`src/rtl/serial_adder_ctrl.sv`:
```
// Bit-serial adder: one shared full-add cell, LSB first, valid/ready on both sides.
// Optional signed-overflow output enabled by defining SERIAL_ADD_OVF_EN.
module serial_adder_ctrl #(
  parameter int WIDTH = 8,
  parameter int CNT_W = $clog2(WIDTH)
) (
  input  logic             clk,
  input  logic             rst,
  input  logic             in_valid,
  output logic             in_ready,
  input  logic [WIDTH-1:0] a,
  input  logic [WIDTH-1:0] b,
  input  logic             c_in,
  output logic             out_valid,
  input  logic             out_ready,
  output logic [WIDTH-1:0] sum,
  output logic             c_out,
  output logic             busy
`ifdef SERIAL_ADD_OVF_EN
  ,
  output logic             ovf
`endif
);

  typedef enum logic [1:0] {
    IDLE = 2'd0,
    RUN  = 2'd1,
    DONE = 2'd2
  } state_t;

  localparam logic [CNT_W-1:0] LAST = CNT_W'(WIDTH - 1);

  state_t           state_q, state_d;
  logic [WIDTH-1:0] a_sh_q, a_sh_d;
  logic [WIDTH-1:0] b_sh_q, b_sh_d;
  logic [WIDTH-1:0] s_sh_q, s_sh_d;
  logic             carry_q, carry_d;
  logic [CNT_W-1:0] cnt_q, cnt_d;
  logic [WIDTH-1:0] sum_q, sum_d;
  logic             c_out_q, c_out_d;
`ifdef SERIAL_ADD_OVF_EN
  logic             ovf_q, ovf_d;
`endif

  logic fa_a, fa_b, fa_sum, fa_carry;

  // The single time-shared full-add cell.
  always_comb begin
    fa_a     = a_sh_q[0];
    fa_b     = b_sh_q[0];
    fa_sum   = fa_a ^ fa_b ^ carry_q;
    fa_carry = (fa_a & fa_b) | (fa_a & carry_q) | (fa_b & carry_q);
  end

  always_comb begin
    state_d = state_q;
    a_sh_d  = a_sh_q;
    b_sh_d  = b_sh_q;
    s_sh_d  = s_sh_q;
    carry_d = carry_q;
    cnt_d   = cnt_q;
    sum_d   = sum_q;
    c_out_d = c_out_q;
`ifdef SERIAL_ADD_OVF_EN
    ovf_d   = ovf_q;
`endif
    unique case (state_q)
      IDLE: begin
        if (in_valid) begin
          a_sh_d  = a;
          b_sh_d  = b;
          carry_d = c_in;
          cnt_d   = '0;
          s_sh_d  = '0;
          state_d = RUN;
        end
      end
      RUN: begin
        a_sh_d  = a_sh_q >> 1;
        b_sh_d  = b_sh_q >> 1;
        s_sh_d  = {fa_sum, s_sh_q[WIDTH-1:1]};
        carry_d = fa_carry;
        if (cnt_q == LAST) begin
          cnt_d   = '0;
          sum_d   = {fa_sum, s_sh_q[WIDTH-1:1]};
          c_out_d = fa_carry;
`ifdef SERIAL_ADD_OVF_EN
          // carry_q is the carry into the MSB during the last bit.
          ovf_d   = carry_q ^ fa_carry;
`endif
          state_d = DONE;
        end else begin
          cnt_d = cnt_q + 1'b1;
        end
      end
      DONE: begin
        if (out_ready) state_d = IDLE;
      end
      default: state_d = IDLE;
    endcase
  end

  always_ff @(posedge clk) begin
    if (rst) begin
      state_q <= IDLE;
      a_sh_q  <= '0;
      b_sh_q  <= '0;
      s_sh_q  <= '0;
      carry_q <= 1'b0;
      cnt_q   <= '0;
      sum_q   <= '0;
      c_out_q <= 1'b0;
`ifdef SERIAL_ADD_OVF_EN
      ovf_q   <= 1'b0;
`endif
    end else begin
      state_q <= state_d;
      a_sh_q  <= a_sh_d;
      b_sh_q  <= b_sh_d;
      s_sh_q  <= s_sh_d;
      carry_q <= carry_d;
      cnt_q   <= cnt_d;
      sum_q   <= sum_d;
      c_out_q <= c_out_d;
`ifdef SERIAL_ADD_OVF_EN
      ovf_q   <= ovf_d;
`endif
    end
  end

  assign in_ready  = (state_q == IDLE);
  assign out_valid = (state_q == DONE);
  assign busy      = (state_q == RUN) || (state_q == DONE);
  assign sum       = sum_q;
  assign c_out     = c_out_q;
`ifdef SERIAL_ADD_OVF_EN
  assign ovf       = ovf_q;
`endif

endmodule

```
`config.mk`:
```
export PLATFORM = sky130hd
export DESIGN_NAME = serial_adder_ctrl
export DESIGN_NICKNAME = d
export VERILOG_FILES = /design/src/rtl/serial_adder_ctrl.sv
export SDC_FILE = /design/constraint.sdc
export NUM_CORES = 1
export LEC_CHECK = 0
export CAP_MARGIN = 25
export CORE_MARGIN = 8
export CORE_UTILIZATION = 35
export CTS_CLUSTER_DIAMETER = 150
export DETAILED_ROUTE_END_ITERATION = 7
export DONT_BUFFER_PORTS = 1
export GPL_ROUTABILITY_DRIVEN = 0
export SLEW_MARGIN = 25
export SYNTH_ARGS = -nofsm -noshare
export SYNTH_HDL_FRONTEND = slang
export SYNTH_SLANG_ARGS = --single-unit
```
`constraint.sdc`:
```
create_clock -name clk -period 1.74 [get_ports clk]
set_input_delay 0.261 -clock clk [delete_from_list [all_inputs] [get_ports clk]]
set_output_delay 0.261 -clock clk [all_outputs]
set_load 0.05 [all_outputs]
```
### Word level (Yosys, flattened, before mapping)

Index checks and enable logic that the tools add are counted.
Widths: inputs -> output; s select.

| cells by class | value |
|---|---|
| mux-type cells | 15 |
| reductions and logical operators | 6 |
| $lt $le $gt $ge | 0 |
| equality and inequality tests | 6 |
| $mul | 0 |
| bitwise operators | 7 |
| add/sub/neg operators | 1 |
| shift-type cells | 0 |
| div/mod/pow operators | 0 |

Operator list:

| operator | number |
|---|---|
| $pmux 8 s2 | 3 |
| $mux 8 | 3 |
| $mux 2 | 3 |
| $mux 3 | 2 |
| $pmux 2 s3 | 1 |
| $pmux 3 s2 | 1 |
| $ne 2x2->1 const B | 2 |
| $reduce_and 2->1 | 2 |
| $add 3x1->3 const B | 1 |
| $and 1x1->1 | 3 |
| $eq 3x3->1 const B | 1 |
| $reduce_and 3->1 | 1 |
| $eq 2x1->1 const B | 1 |
| $eq 2x2->1 const B | 1 |
| $logic_not 2->1 | 1 |
| $ne 2x1->1 const B | 1 |
| $or 1x1->1 | 2 |
| $pmux 1 s2 | 1 |
| $reduce_bool 2->1 | 1 |
| $xor 1x1->1 | 2 |
| $logic_or 1x1->1 | 1 |
| $mux 1 | 1 |

| word-level totals | value |
|---|---|
| memories kept | 0 |
| bits in registers | 39 |
| bits of input ports | 21 |
| latch bits | 0 |
| logic and storage cells | 43 |
| bits in writable memories | 0 |
| output and inout bits | 12 |
| bits in read-only memories | 0 |

### Depth between registers and ports, before layout

Gate-level depths: netlist (run 1).

| logic depth | value |
|---|---|
| word-level depth | 4 |
| depth in mapped cells | 7 |
| depth with buffers taken out | 5 |

### Worst setup path after synthesis (run 1)

OpenSTA, ideal clock, no wires.

| timing | value |
|---|---|
| path type | flip-flop to flip-flop |
| start | register state_q[1] |
| end | register a_sh_q[0] |
| path slack | -0.073 ns |
| arrival | 1.679 ns |
| stages on the path, launching flop included | 8 |
| library setup time | 0.134 ns |
| period minus slack after synthesis | 1.813 ns |
| data required time | 1.606 ns |
| path buffers | 2 |
| path through | dfxtp_1 -> inv_1 -> ha_1 -> buf_6 -> mux2_4 -> buf_2 -> nor2_1 -> a211oi_1 |

| between the ends | value |
|---|---|
| word-level cells in the longest chain between the ends | 3 |
| elaborated cells on any way between the ends | 6 |
| classes of those cells | 2 x eq/ne; 1 x mux; 3 x reduce/logical |

Ends and longest elaborated chain:

| item | line | RTL |
|---|---|---|
| from (decl) | 33 | `state_t state_q, state_d;` |
| from (signal assigned) | 117 | `state_q <= state_d;` |
| $logic_not 2->1 (*) | -- |  |
| named net in_ready | 10 | `output logic in_ready,` |
| $ne 2x2->1 (no line) or $reduce_bool 2->1 (tied branches) | -- |  |
| $reduce_and 2->1 (no line) | -- |  |
| to (signal assigned) | 118 | `a_sh_q <= a_sh_d;` |
| to (decl) | 34 | `logic [WIDTH-1:0] a_sh_q, a_sh_d;` |

Mark *: on every way through the listed nets, which the timed path passes. The rest lies on a longest branch.
A chain may end at the register's enable or synchronous reset.

### Worst setup path in the final report (run 1)

| timing | value |
|---|---|
| start | register state_q[0] |
| end | register state_q[0] |

| between the ends | value |
|---|---|
| word-level cells in the longest chain between the ends | 3 |
| elaborated cells on any way between the ends | 8 |
| classes of those cells | 5 x eq/ne; 1 x mux; 2 x reduce/logical |

Ends and longest elaborated chain:

| item | line | RTL |
|---|---|---|
| $eq 2x1->1 (tied with other cells) | 67 | `unique case (state_q)` |
| $ne 2x2->1 (no line) or $ne 2x1->1 (tied branches) | -- |  |
| $reduce_and 3->1 (no line) | -- |  |

Several ways; a longest one is shown, not always the timed one.

==> results.cfg, run 1 <==
[clocking]
htree_levels = 2
cts_tree = yes
clk_path_buf_depth = 2
clk_latency_ns = 0.29
cts.clk_slew.worst_paths_ns = 0.07
cts_setup_buffers = 0
numCtsBuffers = 5
clkSinkCount = 38
cts_hold_buffers = 0
cts_root_buffer = clkbuf_8
ctsResizeCount = 0

[finish]
mostFrequentLayoutCells = dfxtp_1 (38), nor2_1 (24), mux2i_1 (16)
drive_above_1_share_pct = 10.5
fin_nets = 208
layout_commonest_cell = dfxtp_1
register_area_sq_um = 761
utilization_pct = 39.3
final_cells = 235
multi_input_area_sq_um = 840
fillers = 500
area_growth_pct = 8.95
insertedDiodeCount = 0

[worst_setup_path]
arrival_ns = 1.74
crit_path_start_kind = flop
worstSetupEndpointType = flop
r2r_slack_ns = 0.20
critPathSlowestCell = dfxtp_1
path_max_fanout = 12
crit_required_ns = 1.94
crit_path_cell_trace = inv_1, ha_2, nand2b_1, and3_1, o31ai_1
critical_path_class = reg -> reg
cpPeakStageDelay_ns = 0.33

[global_route]
track_usage_pct = 9.50
grt_max_degree = 41
grt_pass1_wl_microns = 5510
antenna_found_initial = 0
grt_pass1_vias = 1138
gr-total-overflow = 0

[detailed_routing]
drtAntennaViolNets = 0
vias = 1245
finalWirelength_microns = 3360
drt_pass1_iterations = 4
wl_per_cell_microns = 14.3
drc = 0
vias_per_cell = 5.30
drt_iter0_markers = 51

[timing]
hold_ws_ns = 0.0489
fin_worst_skew_ns = 0.00497
tns_ns = 0
fin_crit_ns = 1.54
finalHoldViolations = 0
worstMarginPinSlew_ns = 0.525
setup_viol = 0
clock.fmax_ghz = 0.648
slew_violations = 0
rsz0062_at_grt = no
slew_headroom_pct = 65.0
finalCritPeriodShare_pct = 88.6

[floorplan]
die_x_microns = 85.5
ios = 33
dieArea_sq_um = 7310
fp-row-count = 25
fp.coreArea_sq_um = 4690
start_util_pct = 36.1
die_h_microns = 85.5

[place]
dp_cells = 227
port_buffers = 0
dpl.hpwl_microns = 2370

[yosys]
yosysSeqAreaShare_pct = 45.0
synth_area_sq_um = 1690
ys_types = 26
synth_cells = 180
ys_ff_latch = 38
syn_nets = 208
yosysWarningCount = 0
syn_avg_cell_area_sq_um = 9.40

[hold_path]
worstHoldPathType = in -> reg

[job]
cap_violations = 0

[pwr]
power.density_nw_per_um2 = 1590
ir_drop_v = 0.000794
p_leak_nw = 0.653

[run_status]
status = complete, no violations
path summary, 6_finish.rpt:
check / start / end / cells past startpoint
setup / recovery: state_q[0] / state_q[0] / 5
hold / removal: rst / a_sh_q[7] / 1
setup reg to reg: state_q[0] / state_q[0] / 5
hold reg to reg: sum[3] / sum[3] / 2
Yosys cell counts:
library cell / n / area [sq um]
a311oi_1: 2 / 17.5
a21oi_1: 12 / 60.1
dfxtp_1: 38 / 761
inv_1: 4 / 15.0
and3_1: 1 / 6.26
buf_6: 2 / 22.5
fa_1: 1 / 20.0
nor2b_1: 3 / 18.8
nand4_1: 2 / 12.5
buf_1: 1 / 3.75
buf_4: 2 / 15.0
a211oi_1: 15 / 113
mux2_4: 1 / 15.0
or3_1: 1 / 6.26
mux2i_2: 1 / 13.8
a32oi_1: 8 / 70.1
buf_2: 5 / 25.0
o31ai_1: 2 / 15.0
o221a_1: 1 / 11.3
mux2i_1: 16 / 160
clkbuf_1: 4 / 15.0
nor2_1: 24 / 90.1
ha_1: 6 / 75.1
nand2b_1: 5 / 31.3
nand3_1: 10 / 50.1
nand2_1: 13 / 48.8
critical path, delay by kind of cell (launching register included):
kind,cells,cell delay (ns)
DFF,1,0.33
adders and majority gates,1,0.26
and+or+nand+nor,2,0.55
buffers and inverters,1,0.10
AOI/OAI and AO/OA,1,0.20
logic make-up (layout without fill, tap and decap cells):
kind of cell	count (synthesis)	in the layout	share of synthesized area [%]
compound gates	40	40	16.9
fa+ha+maj	7	7	5.62
flops	38	38	45.0
mux	18	18	11.2
buf+inv	18	19	5.69
simple gates	59	59	15.6
registers in the layout, indices dropped and copies added (netlist names):
signal and count:
a_sh_q 8, b_sh_q 8, c_out 1, carry_q 1, cnt_q 3, s_sh_q 7, state_q 2, sum 8
stage by stage:
| step | instance area (sq um) | total power [mW] | setup WS (ns) |
|---|---|---|---|
| floorplan | 1690 | 2.19 | 0.0832 |
| global placement | 1750 | 2.33 | 0.216 |
| detailed placement | 1750 | 2.34 | 0.179 |
| CTS | 1840 | 2.98 | 0.169 |
| global route | 1840 | 3.15 | 0.0316 |
| finish | 1840 | 2.93 | 0.198 |
routing by layer:
layer | global-route usage (%) | share of wire [%] | up-vias
met4 | 5.25 | 1.5 | 0
li1 | - | - | 652
met3 | 4.49 | 8.0 | 5
met1 | 11.7 | 47 | 560
met5 | 0 | 0 | -
met2 | 13.2 | 44 | 28
cell type report:
class                      count  area share [%]
multi-input combinational    124            45.6
sequential                    38            41.3
timing repair buffer           7            3.53
clock inverter                 2           0.679
inverter                       4           0.815
clock buffer                   6            4.48
tap                           54            3.67
power breakdown:
group | internal, mW | total [mW] | switching [mW]
sequential | 1.04 | 1.13 | 0.0962
combinational | 0.475 | 1.17 | 0.698
clock | 0.318 | 0.626 | 0.307
total | 1.83 | 2.93 | 1.10
(Power assumes the default switching activity.)
==> run 2, diff against run 1 <==
CAP_MARGIN = default   (was 25)
==> results of run 2 <==
Same layout as run 1: the final DEF is identical, and so are final timing and power.
==> run 3, diff against run 2 <==
CAP_MARGIN = 20   (was default)
CORE_ASPECT_RATIO = 0.8   (was default)
TNS_END_PERCENT = 5   (was default)
==> run 3 against run 2 <==
Net effect: clock power rose by 1%; combinational power barely moved; non-clock buffer count fell by 1; routed wire length fell by 2.3%.
==> results.cfg, run 3 (synthesis results as in run 1) <==
[hold_path]
worstHoldPathType = in -> reg
hp-start = rst

[worst_setup_path]
crit_path_start_kind = flop
arrival_ns = 1.74
worstReg2RegStart = state_q[0]
path_delay_family = simple AND/OR/NAND/NOR gates
path_max_fanout = 12
worstSetupEndpointType = flop
path_buf_inv = 1
critical_path_class = reg -> reg
critPathSlowestCell = dfxtp_1
crit_required_ns = 1.92
crit_start = state_q[0]
crit_path_cell_trace = inv_1, ha_2, nand2b_1, and3_1, o31ai_1
cpPeakStageDelay_ns = 0.33

[clocking]
ctsResizeCount = 0
cts_tree = yes
numCtsBuffers = 5
clk_latency_ns = 0.28
cts_hold_buffers = 0
cts_root_buffer = clkbuf_8
cts.clk_slew.worst_paths_ns = 0.08
cts_setup_buffers = 0
htree_levels = 2
clk_path_buf_depth = 2
clkSinkCount = 38

[pwr]
p_switching_mw = 1.11
combinationalPowerShare_pct = 39.4
switching_share_pct = 38.2
power_frac_seq_pct = 38.9
ir_drop_v = 0.00114
intPower_mw = 1.80
pwr-share-clk_pct = 21.7
p_leak_nw = 0.644
power.density_nw_per_um2 = 1590

[timing]
rsz0062_at_grt = no
setup_viol = 0
finalHoldViolations = 0
finalCritPeriodShare_pct = 89.4
setup_ws_ns = 0.184
clock.fmax_ghz = 0.642
slew_headroom_pct = 65.5
tns_ns = 0
fin_crit_ns = 1.56
fin_worst_skew_ns = 0.00452
slew_violations = 0
worstMarginPinSlew_ns = 0.518

[global_route]
grt_pass1_wl_microns = 5510
gr-total-overflow = 0
antenna_found_initial = 0
grt_pass1_vias = 1147
track_usage_pct = 9.18
grt_max_degree = 41

[job]
cap_violations = 0

[floorplan]
ios = 33
dieArea_sq_um = 7330
fp-row-count = 22
fp.coreArea_sq_um = 4620
die_x_microns = 93.7
start_util_pct = 36.6
die_h_microns = 78.2

[detailed_routing]
drt_pass1_iterations = 4
vias = 1242
wl_per_cell_microns = 13.7
wl_met2_microns = 1420
drt_iter0_markers = 59
drc = 0
drtAntennaViolNets = 0
wl_met1_microns = 1630
vias_per_cell = 5.18
top_layer = met3
wl_met3_microns = 232
finalWirelength_microns = 3280

[place]
dpl.hpwl_microns = 2280
port_buffers = 0
dp_slack_ns = 0.205

[finish]
fin_nets = 207
layout_commonest_cell = dfxtp_1
drive_above_1_share_pct = 10.0
insertedDiodeCount = 0
area_growth_pct = 8.21
mostFrequentLayoutCells = dfxtp_1 (38), nor2_1 (24), mux2i_1 (16)

[run_status]
status = complete, no violations
==> run 3: cell types whose count changed in the layout (fill, tap and decap cells not counted), sizes merged <==
cell / change
buf: -1
==> run 3: worst reg2reg max path: cells and delay by family, from the launching register on <==
kind	cells	cell delay, ns
DFF	1	0.33
and+or+nand+nor	2	0.52
AOI/OAI and AO/OA	1	0.24
adders and majority gates	1	0.26
buffers and inverters	1	0.10
==> run 3: layer usage <==
metal	GRT usage [%]	vias to the layer above
li1	-	649
met1	11.9	565
met2	13.1	28
met3	4.56	0
met4	2.37	0
met5	0	-
==> run 3: power groups by stage <==
| stage | clock [mW] | sequential (mW) | combinational, mW |
|---|---|---|---|
| final | 0.633 | 1.13 | 1.15 |
| after global routing | 0.702 | 1.16 | 1.27 |
| after CTS | 0.653 | 1.14 | 1.15 |
| after detailed placement | 0 | 1.16 | 1.15 |
| after global placement | 0 | 1.15 | 1.14 |
| after floorplan | 0 | 1.13 | 1.06 |
==> run 3: final timing paths <==
check | endpoint | slack, ns | depth (start not counted)
setup / recovery | state_q[0] | 0.18 | 5
hold / removal | a_sh_q[7] | 0.04 | 1
hold reg to reg | sum[0] | 0.46 | 2
setup reg to reg | state_q[0] | 0.18 | 5
==> run 3: area by class of cell <==
cell class                      count  area [sq um]
Sequential cell                    38           761
Tap cell                           60          75.1
Inverter                            4          15.0
Multi-Input combinational cell    124           840
Clock inverter                      2          12.5
Timing Repair Buffer                6          45.0
Clock buffer                        6          82.6
Fill cell                         470          2790
==> run 3: through the flow <==
stage	total power [mW]	util [%]	hold slack (ns)	cell area [sq um]	cells
final	2.91	39.6	0.0408	1830	240
after global routing	3.13	39.6	0.0200	1830	240
after CTS	2.94	39.6	0.0317	1830	240
after detailed placement	2.31	37.5	0.342	1740	232
after global placement	2.29	37.5	0.339	1740	232
after floorplan	2.19	-	0.421	1690	180
